### src/rtl/raycast_pkg.sv
// Shared raycaster definitions: scheduler states and screen geometry.
package raycast_pkg;

  typedef enum logic [1:0] {
    IDLE  = 2'd0,
    ISSUE = 2'd1,
    DRAIN = 2'd2
  } sched_state_t;

  localparam int unsigned SCREEN_WIDTH  = 320;
  localparam int unsigned SCREEN_HEIGHT = 240;

  // Width of the in-flight column credit count.
  localparam int unsigned CREDIT_W = 8;

endpackage

### src/rtl/credit_counter.sv
// Saturating in-flight credit counter: inc on issue, dec on retire.
// A dec at zero is dropped and reported on underflow.
module credit_counter
  import raycast_pkg::*;
#(
  parameter int unsigned MAX_COUNT = 16
) (
  input  logic                clk_pixel,
  input  logic                rst_n,
  input  logic                inc,
  input  logic                dec,
  output logic [CREDIT_W-1:0] count,
  output logic                at_max,
  output logic                underflow
);

  logic [CREDIT_W-1:0] count_q;
  logic [CREDIT_W-1:0] count_d;
  logic                inc_ok;
  logic                dec_ok;

  // Next count; simultaneous inc and valid dec cancel out.
  always_comb begin
    inc_ok  = inc && (count_q != '1);
    dec_ok  = dec && (count_q != '0);
    count_d = count_q;
    case ({inc_ok, dec_ok})
      2'b10:   count_d = count_q + CREDIT_W'(1);
      2'b01:   count_d = count_q - CREDIT_W'(1);
      default: count_d = count_q;
    endcase
  end

  // Credit count register.
  always_ff @(posedge clk_pixel or negedge rst_n) begin
    if (!rst_n) begin
      count_q <= '0;
    end else begin
      count_q <= count_d;
    end
  end

  assign count     = count_q;
  assign at_max    = (count_q >= CREDIT_W'(MAX_COUNT));
  assign underflow = dec && (count_q == '0);

endmodule

### src/rtl/ray_column_scheduler.sv
// Issues one frame of column indices to NUM_LANES ray lanes over
// valid/ready, bounded by a retire-returned credit count.
module ray_column_scheduler #(
  parameter int unsigned SCREEN_WIDTH    = raycast_pkg::SCREEN_WIDTH,
  parameter int unsigned NUM_LANES       = 1,
  parameter int unsigned HCOUNT_W        = 9,
  parameter int unsigned MAX_OUTSTANDING = 16
) (
  input  logic                          pixel_clk_in,
  input  logic                          rst_in,
  input  logic                          frame_start_in,
  output logic [NUM_LANES-1:0]          col_tvalid_out,
  input  logic [NUM_LANES-1:0]          col_tready_in,
  output logic [NUM_LANES*HCOUNT_W-1:0] col_tdata_out,
  output logic [NUM_LANES-1:0]          col_tlast_out,
  input  logic                          retire_in,
  output logic                          busy_out,
  output logic [7:0]                    outstanding_out,
  output logic                          frame_done_out,
  output logic                          overrun_out
);

  import raycast_pkg::*;

  localparam logic [HCOUNT_W-1:0] LAST_COL  = HCOUNT_W'(SCREEN_WIDTH - 1);
  localparam logic [HCOUNT_W-1:0] LANE_MASK = HCOUNT_W'(NUM_LANES - 1);

  sched_state_t        state_q, state_d;
  logic [HCOUNT_W-1:0] next_col_q, next_col_d;
  logic [HCOUNT_W-1:0] lane_idx;
  logic                frame_done_q, frame_done_d;
  logic                overrun_q, overrun_d;
  logic                issue_ok;
  logic                is_last;
  logic                handshake;
  logic [7:0]          outstanding;
  logic                at_max;
  logic                underflow;

  credit_counter #(
    .MAX_COUNT (MAX_OUTSTANDING)
  ) u_credit (
    .clk_pixel (pixel_clk_in),
    .rst_n     (rst_in),
    .inc       (handshake),
    .dec       (retire_in),
    .count     (outstanding),
    .at_max    (at_max),
    .underflow (underflow)
  );

  // Lane steering. Valid depends only on registered state, and the count
  // can only grow through this lane's own handshake, so a raised valid
  // holds until accepted without needing a separate hold register.
  always_comb begin
    lane_idx       = next_col_q & LANE_MASK;
    issue_ok       = (state_q == ISSUE) && !at_max;
    is_last        = (next_col_q == LAST_COL);
    col_tvalid_out = '0;
    col_tlast_out  = '0;
    col_tdata_out  = '0;
    handshake      = 1'b0;
    for (int unsigned k = 0; k < NUM_LANES; k++) begin
      if (lane_idx == HCOUNT_W'(k)) begin
        if (state_q == ISSUE) begin
          col_tdata_out[k*HCOUNT_W +: HCOUNT_W] = next_col_q;
        end
        col_tvalid_out[k] = issue_ok;
        col_tlast_out[k]  = issue_ok && is_last;
        handshake         = issue_ok && col_tready_in[k];
      end
    end
  end

  // Frame sequencing, column advance and error flag.
  always_comb begin
    state_d      = state_q;
    next_col_d   = next_col_q;
    frame_done_d = 1'b0;
    overrun_d    = overrun_q || underflow || (frame_start_in && (state_q != IDLE));
    case (state_q)
      IDLE: begin
        if (frame_start_in) begin
          state_d    = ISSUE;
          next_col_d = '0;
        end
      end
      ISSUE: begin
        if (handshake) begin
          next_col_d = next_col_q + HCOUNT_W'(1);
          if (is_last) begin
            state_d = DRAIN;
          end
        end
      end
      DRAIN: begin
        if (outstanding == '0) begin
          frame_done_d = 1'b1;
          state_d      = IDLE;
        end
      end
      default: state_d = IDLE;
    endcase
  end

  // State and flag registers.
  always_ff @(posedge pixel_clk_in or negedge rst_in) begin
    if (!rst_in) begin
      state_q      <= IDLE;
      next_col_q   <= '0;
      frame_done_q <= 1'b0;
      overrun_q    <= 1'b0;
    end else begin
      state_q      <= state_d;
      next_col_q   <= next_col_d;
      frame_done_q <= frame_done_d;
      overrun_q    <= overrun_d;
    end
  end

  assign busy_out        = (state_q != IDLE);
  assign outstanding_out = outstanding;
  assign frame_done_out  = frame_done_q;
  assign overrun_out     = overrun_q;

endmodule

### config.mk
export PLATFORM = sky130hd
export DESIGN_NAME = ray_column_scheduler
export DESIGN_NICKNAME = d
export VERILOG_FILES = /design/src/rtl/raycast_pkg.sv /design/src/rtl/credit_counter.sv /design/src/rtl/ray_column_scheduler.sv
export SDC_FILE = /design/constraint.sdc
export NUM_CORES = 1
export LEC_CHECK = 0
export CAP_MARGIN = 40
export CORE_ASPECT_RATIO = 0.8
export CORE_MARGIN = 10
export CORE_UTILIZATION = 29
export DETAILED_ROUTE_END_ITERATION = 10
export PLACE_DENSITY = 0.56
export SYNTH_ARGS = -nofsm -noshare
export SYNTH_HDL_FRONTEND = slang
export SYNTH_SLANG_ARGS = --single-unit
export TNS_END_PERCENT = 30
### constraint.sdc
create_clock -name pixel_clk_in -period 6.35 [get_ports pixel_clk_in]
set_input_delay 0.635 -clock pixel_clk_in [delete_from_list [all_inputs] [get_ports pixel_clk_in]]
set_output_delay 0.635 -clock pixel_clk_in [all_outputs]
set_load 0.01 [all_outputs]
==> flow_summary.toml, run 1 <==
[floorplan]
core_sq_mm = 0.004542
num_rows = 22
die_area_sq_mm = 0.007768
ios = 27
die_y_um = 80.86
die_width_um = 96.07
start_util_pct = 29.56

[clock_network]
root_buffer = "clkbuf_8"
cts.repair.resized = 0
htree_num_levels = 1
cts_tree = "yes"
clk_pin_slew_ns = 0.08
cts.path.max_buffers = 2
cts.sinks = 21
cts_made_buffers = 3
post_cts_buffers = 0
clk_latency_ns = 0.26
holdBufCountCts = 0

[layout]
finalNonFillerCells = 234
num-fill-cells = 470
final_util_pct = 37.80
layout.nets = 189
area_growth_pct = 27.87
fin_area_sq_mm = 0.001717
drive_gt1_share_pct = 5.172
antenna_cells = 0

[power]
power_leakage_nw = 0.7378
power.total_uw = 706.8
p_per_area_mw_per_mm2 = 411.7
vdd_drop_max_v = 0.00009818

[setup_path]
end_kind = "flip-flop"
worstPathMaxFanout = 13
required_ns = 6.51
worstReg2RegStart = "state_q[1]"
r2r-end = "u_credit.count[7]"
r2r_slack_ns = 2.87
crit_type = "flip-flop to flip-flop"
reg2reg_depth = 10
start_kind = "flip-flop"
arrival_ns = 3.64

[worst_hold_path]
hold_end = "overrun_out"
min_delay_path_depth = 1
min_from = "overrun_out"
min_path_type = "flip-flop to flip-flop"

[grt]
grt_first_pass_wirelength_mm = 5.934
grtUsageTotal_pct = 9.270
grt_max_degree = 18
grt_pass1_vias = 1216
globalRoute.totalOverflow = 0
antenna_found_initial = 0

[placement]
place_congestion = 0.8489
port_buffers = 26
dp.cells = 230
dp_worst_setup_slack_ns = 2.892
place_area_sq_mm = 0.001670
hpwl_mm = 2.633

[yosys]
synth_area_leaders = "dfrtp_1 (39%), ha_1 (7.5%), o21ai_0 (5.6%), and2_1 (5.1%), nor2_1 (4.5%)"
yosysUniqueCellTypes = 37
synth_compound_area_share_pct = 18.64
yosysSeqAreaShare_pct = 39.14
synth_area_per_cell_sq_um = 9.133
synth_nets = 161
ys_top_cells_by_count = "dfrtp_1 (21), nor2_1 (16), o21ai_0 (15)"
yosysMostFrequentCell = "dfrtp_1"
syn_inst = 147
synth_top_area_share_pct = 39.14
async_flop_share_pct = 100.0
yosys.area_share.simple_pct = 23.86
syn_area_sq_mm = 0.001343
synth.area.mux_share_pct = 1.491
yosysTopAreaCell = "dfrtp_1"
synth_xor_area_share_pct = 4.567
synth_top_family_by_area = "simple AND/OR/NAND/NOR gates"
synth-edff-count = 0
ys_ff_latch = 21
yosys_warnings = 0
synth_adder_area_share_pct = 8.947
synthFlopType = "dfrtp_1"

[timing]
max_freq_ghz = 0.2871
relSlewSlack_pct = 52.66
finClkSkew_ns = 0.008586
setup_slack_ns = 2.867
rsz0062_at_grt = "no"
tightest_slew_ns = 0.7087
period_share_pct = 54.85
hold_slack_ns = 0.4981
setup_viol = 0
fin_crit_ns = 3.483
hold_viol = 0
report.final.slew_viol_count = 0
setup_tns_ns = 0

[route]
avgRoutedWirePerCell_um = 14.17
viasPerCell = 4.812
ant_nets = 0
vias = 1126
drt-initial-drc-count = 72
drcViolationCount = 0
firstDrtPassIters = 4
drt_wl_total_mm = 3.315

[outcome]
status = "completed"

[run]
cap_violations = 0
==> how the worst max path moves through the flow <==
| stage | from | end | slack, ns | cells after the start |
|---|---|---|---|---|
| finish | state_q[1] | u_credit.count[7] | 2.87 | 10 |
| global route | state_q[1] | u_credit.count[7] | 2.57 | 10 |
| CTS | state_q[1] | u_credit.count[7] | 2.89 | 10 |
| detailed placement | col_tready_in | u_credit.count[7] | 2.89 | 10 |
| global placement | col_tready_in | u_credit.count[6] | 3.00 | 10 |
| floorplan | u_credit.count[5] | u_credit.count[6] | 3.53 | 11 |
==> worst max-delay path: stages (launching register included) <==
cell	delay [ns]
dfrtp_1	0.41
nor2b_1	0.57
and3_1	0.49
inv_1	0.15
ha_1	0.36
ha_1	0.39
o21ai_0	0.26
nor2_1	0.14
a31oi_1	0.24
mux2i_1	0.10
a32o_1	0.26
==> registers in the layout, summed over array words and instances, names as in the netlist <==
register / count
u_credit.count: 8
next_col_q: 9
overrun_out: 1
state_q: 2
frame_done_out: 1
==> power breakdown <==
part           leakage (nW)  total, mW  switching (mW)  internal (mW)
sequential            0.266      0.217          0.0477          0.170
combinational         0.446      0.400           0.205          0.195
clock                0.0255     0.0894          0.0457         0.0438
==> cells in the final DEF, fill, tap and decap left out, types with 3 or more instances in the layout <==
cell,netlist,final
o21ai_0,15,15
o21a_1,3,3
a21oi_1,3,3
xor2_1,5,5
dfrtp_1,21,21
nor2_1,16,16
clkbuf_8,0,3
nand2_1,13,13
and2_1,11,11
clkdlybuf4s50_1,0,26
and3_1,6,6
ha_1,8,8
inv_1,6,6
==> logic make-up after synthesis <==
kind of cell    Yosys count
xor+xnor                  7
compound gates           37
simple gates             61
buf+inv                  10
flops                    21
fa+ha+maj                 9
mux                       2
==> layer usage <==
metal | routed length [um] | share of wire, % | GRT usage [%] | vias up
li1 | - | - | - | 575
met1 | 1576 | 48 | 11.86 | 536
met2 | 1616 | 49 | 15.50 | 13
met3 | 86 | 2.6 | 1.475 | 2
met4 | 36 | 1.1 | 3.088 | 0
met5 | 0 | 0 | 0 | -
==> area by class of cell <==
class                   instances  area (sq um)  area share [%]
well taps                      60         75.07           4.373
repair buffers                 27         275.3           16.03
flip-flops and latches         21         525.5           30.61
inverters                       6         22.52           1.312
multi-input cells             116         772.0           44.97
clock inverters                 1         5.005          0.2915
clock buffers                   3         41.29           2.405
Note: power is estimated with default switching activity, not from simulation.
==> run 2: changes to the inputs <==
--- a/config.mk
+++ b/config.mk
@@ -10,7 +10,7 @@
 export CORE_MARGIN = 10
 export CORE_UTILIZATION = 29
 export DETAILED_ROUTE_END_ITERATION = 10
-export PLACE_DENSITY = 0.56
+export PLACE_DENSITY = 0.58
 export SYNTH_ARGS = -nofsm -noshare
 export SYNTH_HDL_FRONTEND = slang
 export SYNTH_SLANG_ARGS = --single-unit
==> constraint.sdc (replaced) <==
create_clock -name pixel_clk_in -period 3.05 [get_ports pixel_clk_in]
set_input_delay 0.305 -clock pixel_clk_in [delete_from_list [all_inputs] [get_ports pixel_clk_in]]
set_output_delay 0.305 -clock pixel_clk_in [all_outputs]
set_load 0.01 [all_outputs]
==> run 2 against run 1 <==
Worst setup slack got worse by 2.6 ns. Cell count increased by 1.7%. Global-route usage increased by 0.38 points. Clock power increased by 110%. Sequential power increased by 110%. Wire length increased by 4.6%. Critical path type unchanged.
==> flow_summary.toml, run 2 (synthesis results as in run 1) <==
[clock_network]
htree_num_levels = 1
cts.path.max_buffers = 2
cts_made_buffers = 3
post_cts_buffers = 0
holdBufCountCts = 0
root_buffer = "clkbuf_8"
clk_latency_ns = 0.26
cts_tree = "yes"
cts.sinks = 21
cts.repair.resized = 0
clk_pin_slew_ns = 0.08

[layout]
final_util_pct = 38.62
largest_reg_flops = 9
antenna_cells = 0
layout_common_cells = "clkdlybuf4s50_1 (26), dfrtp_1 (21), nor2_1 (16)"
layout_commonest_cell = "clkdlybuf4s50_1"
drive_gt1_share_pct = 7.865
finalNonFillerCells = 238
fin_area_sq_mm = 0.001754
num-fill-cells = 460
regMostFlops = "next_col_q"
area_growth_pct = 30.66
layout.nets = 193

[setup_path]
start_kind = "flip-flop"
arrival_ns = 2.96
end_kind = "flip-flop"
required_ns = 3.22
crit_type = "flip-flop to flip-flop"
worstPathMaxFanout = 10

[placement]
port_buffers = 26
place_area_sq_mm = 0.001700
dp.cells = 234
hpwl_mm = 2.722
dp_worst_setup_slack_ns = 0.06779
place_congestion = 0.8192

[route]
wirelength_met1_mm = 1.835
met3_length_um = 139
drt-initial-drc-count = 89
ant_nets = 0
met2_length_mm = 1.452
vias = 1153
drcViolationCount = 0
viasPerCell = 4.845
highest_layer = "met4"
drt_wl_total_mm = 3.469
firstDrtPassIters = 4
avgRoutedWirePerCell_um = 14.58

[timing]
report.final.slew_viol_count = 0
setup_tns_ns = 0
rsz0062_at_grt = "no"
setup_viol = 0
finClkSkew_ns = 0.0005642
fin_crit_ns = 2.786
max_freq_ghz = 0.3589
setup_slack_ns = 0.2639
hold_viol = 0
period_share_pct = 91.35
relSlewSlack_pct = 69.95
hold_slack_ns = 0.3520
tightest_slew_ns = 0.4494

[worst_hold_path]
min_path_type = "input pin to asynchronous set/reset pin"

[floorplan]
start_util_pct = 29.56
die_width_um = 96.07
ios = 27
die_area_sq_mm = 0.007768
num_rows = 22
core_sq_mm = 0.004542
die_y_um = 80.86

[power]
power.total_mw = 1.529
power_leakage_nw = 0.7539
p_per_area_mw_per_mm2 = 871.7
vdd_drop_max_v = 0.0005092

[run]
cap_violations = 0

[grt]
grt_max_degree = 18
antenna_found_initial = 0
grt_pass1_vias = 1095
globalRoute.totalOverflow = 0
grt_first_pass_wirelength_mm = 5.816
grtUsageTotal_pct = 9.649

[outcome]
status = "completed"
-- run 2: changes by cell type in the layout (fill, tap and decap cells not counted) --
cell,previous run,this run
ha_2,0,1
clkinv_2,1,0
buf_4,0,4
clkbuf_1,0,1
ha_1,8,7
nor4_2,0,1
nor4_1,2,1
-- run 2: path summary, 6_finish.rpt --
path	start	to	slack, ns	cells past startpoint
max	u_credit.count[1]	u_credit.count[6]	0.26	10
min	rst_in	next_col_q[3]	0.35	1
max reg2reg	u_credit.count[1]	u_credit.count[6]	0.26	10
min reg2reg	overrun_out	overrun_out	0.49	1
max in group asynchronous	rst_in	u_credit.count[5]	2.25	2
min in group pixel_clk_in	overrun_out	overrun_out	0.49	1
-- run 2: layer usage --
layer  global-route usage [%]  up-vias
li1                         -      586
met1                    13.89      545
met2                    13.36       20
met3                    2.488        2
met4                    3.529        0
met5                        0        -
-- run 2: critical path: stages (launching register included) --
cell	delay, ns
dfrtp_1	0.44
nor4_2	0.38
nand2_1	0.11
and2_1	0.18
ha_2	0.26
ha_1	0.36
nor2b_1	0.16
o31a_1	0.25
o21a_1	0.19
o21a_1	0.17
o31ai_1	0.21
-- run 2: power breakdown --
group          total, mW  leakage, nW  switching [mW]  internal [mW]
logic              0.891        0.465           0.455          0.436
clock network      0.189       0.0228          0.0960         0.0932
registers          0.449        0.266          0.0956          0.353
total               1.53        0.754           0.647          0.883
-- run 2: area by class of cell --
type	count	area [sq um]	area share [%]
flip-flops and latches	21	525.5	29.96
inverters	6	22.52	1.284
well taps	60	75.07	4.280
multi-input cells	116	780.7	44.51
clock buffers	4	45.04	2.568
repair buffers	31	305.3	17.40
==> run 3: changes to the inputs <==
--- a/config.mk
+++ b/config.mk
@@ -9,6 +9,7 @@
 export CORE_ASPECT_RATIO = 0.8
 export CORE_MARGIN = 10
 export CORE_UTILIZATION = 29
+export CTS_CLUSTER_DIAMETER = 80
 export DETAILED_ROUTE_END_ITERATION = 10
 export PLACE_DENSITY = 0.58
 export SYNTH_ARGS = -nofsm -noshare
==> results of run 3 <==
Same layout as run 2: the final DEF is identical, and so are final timing and power.
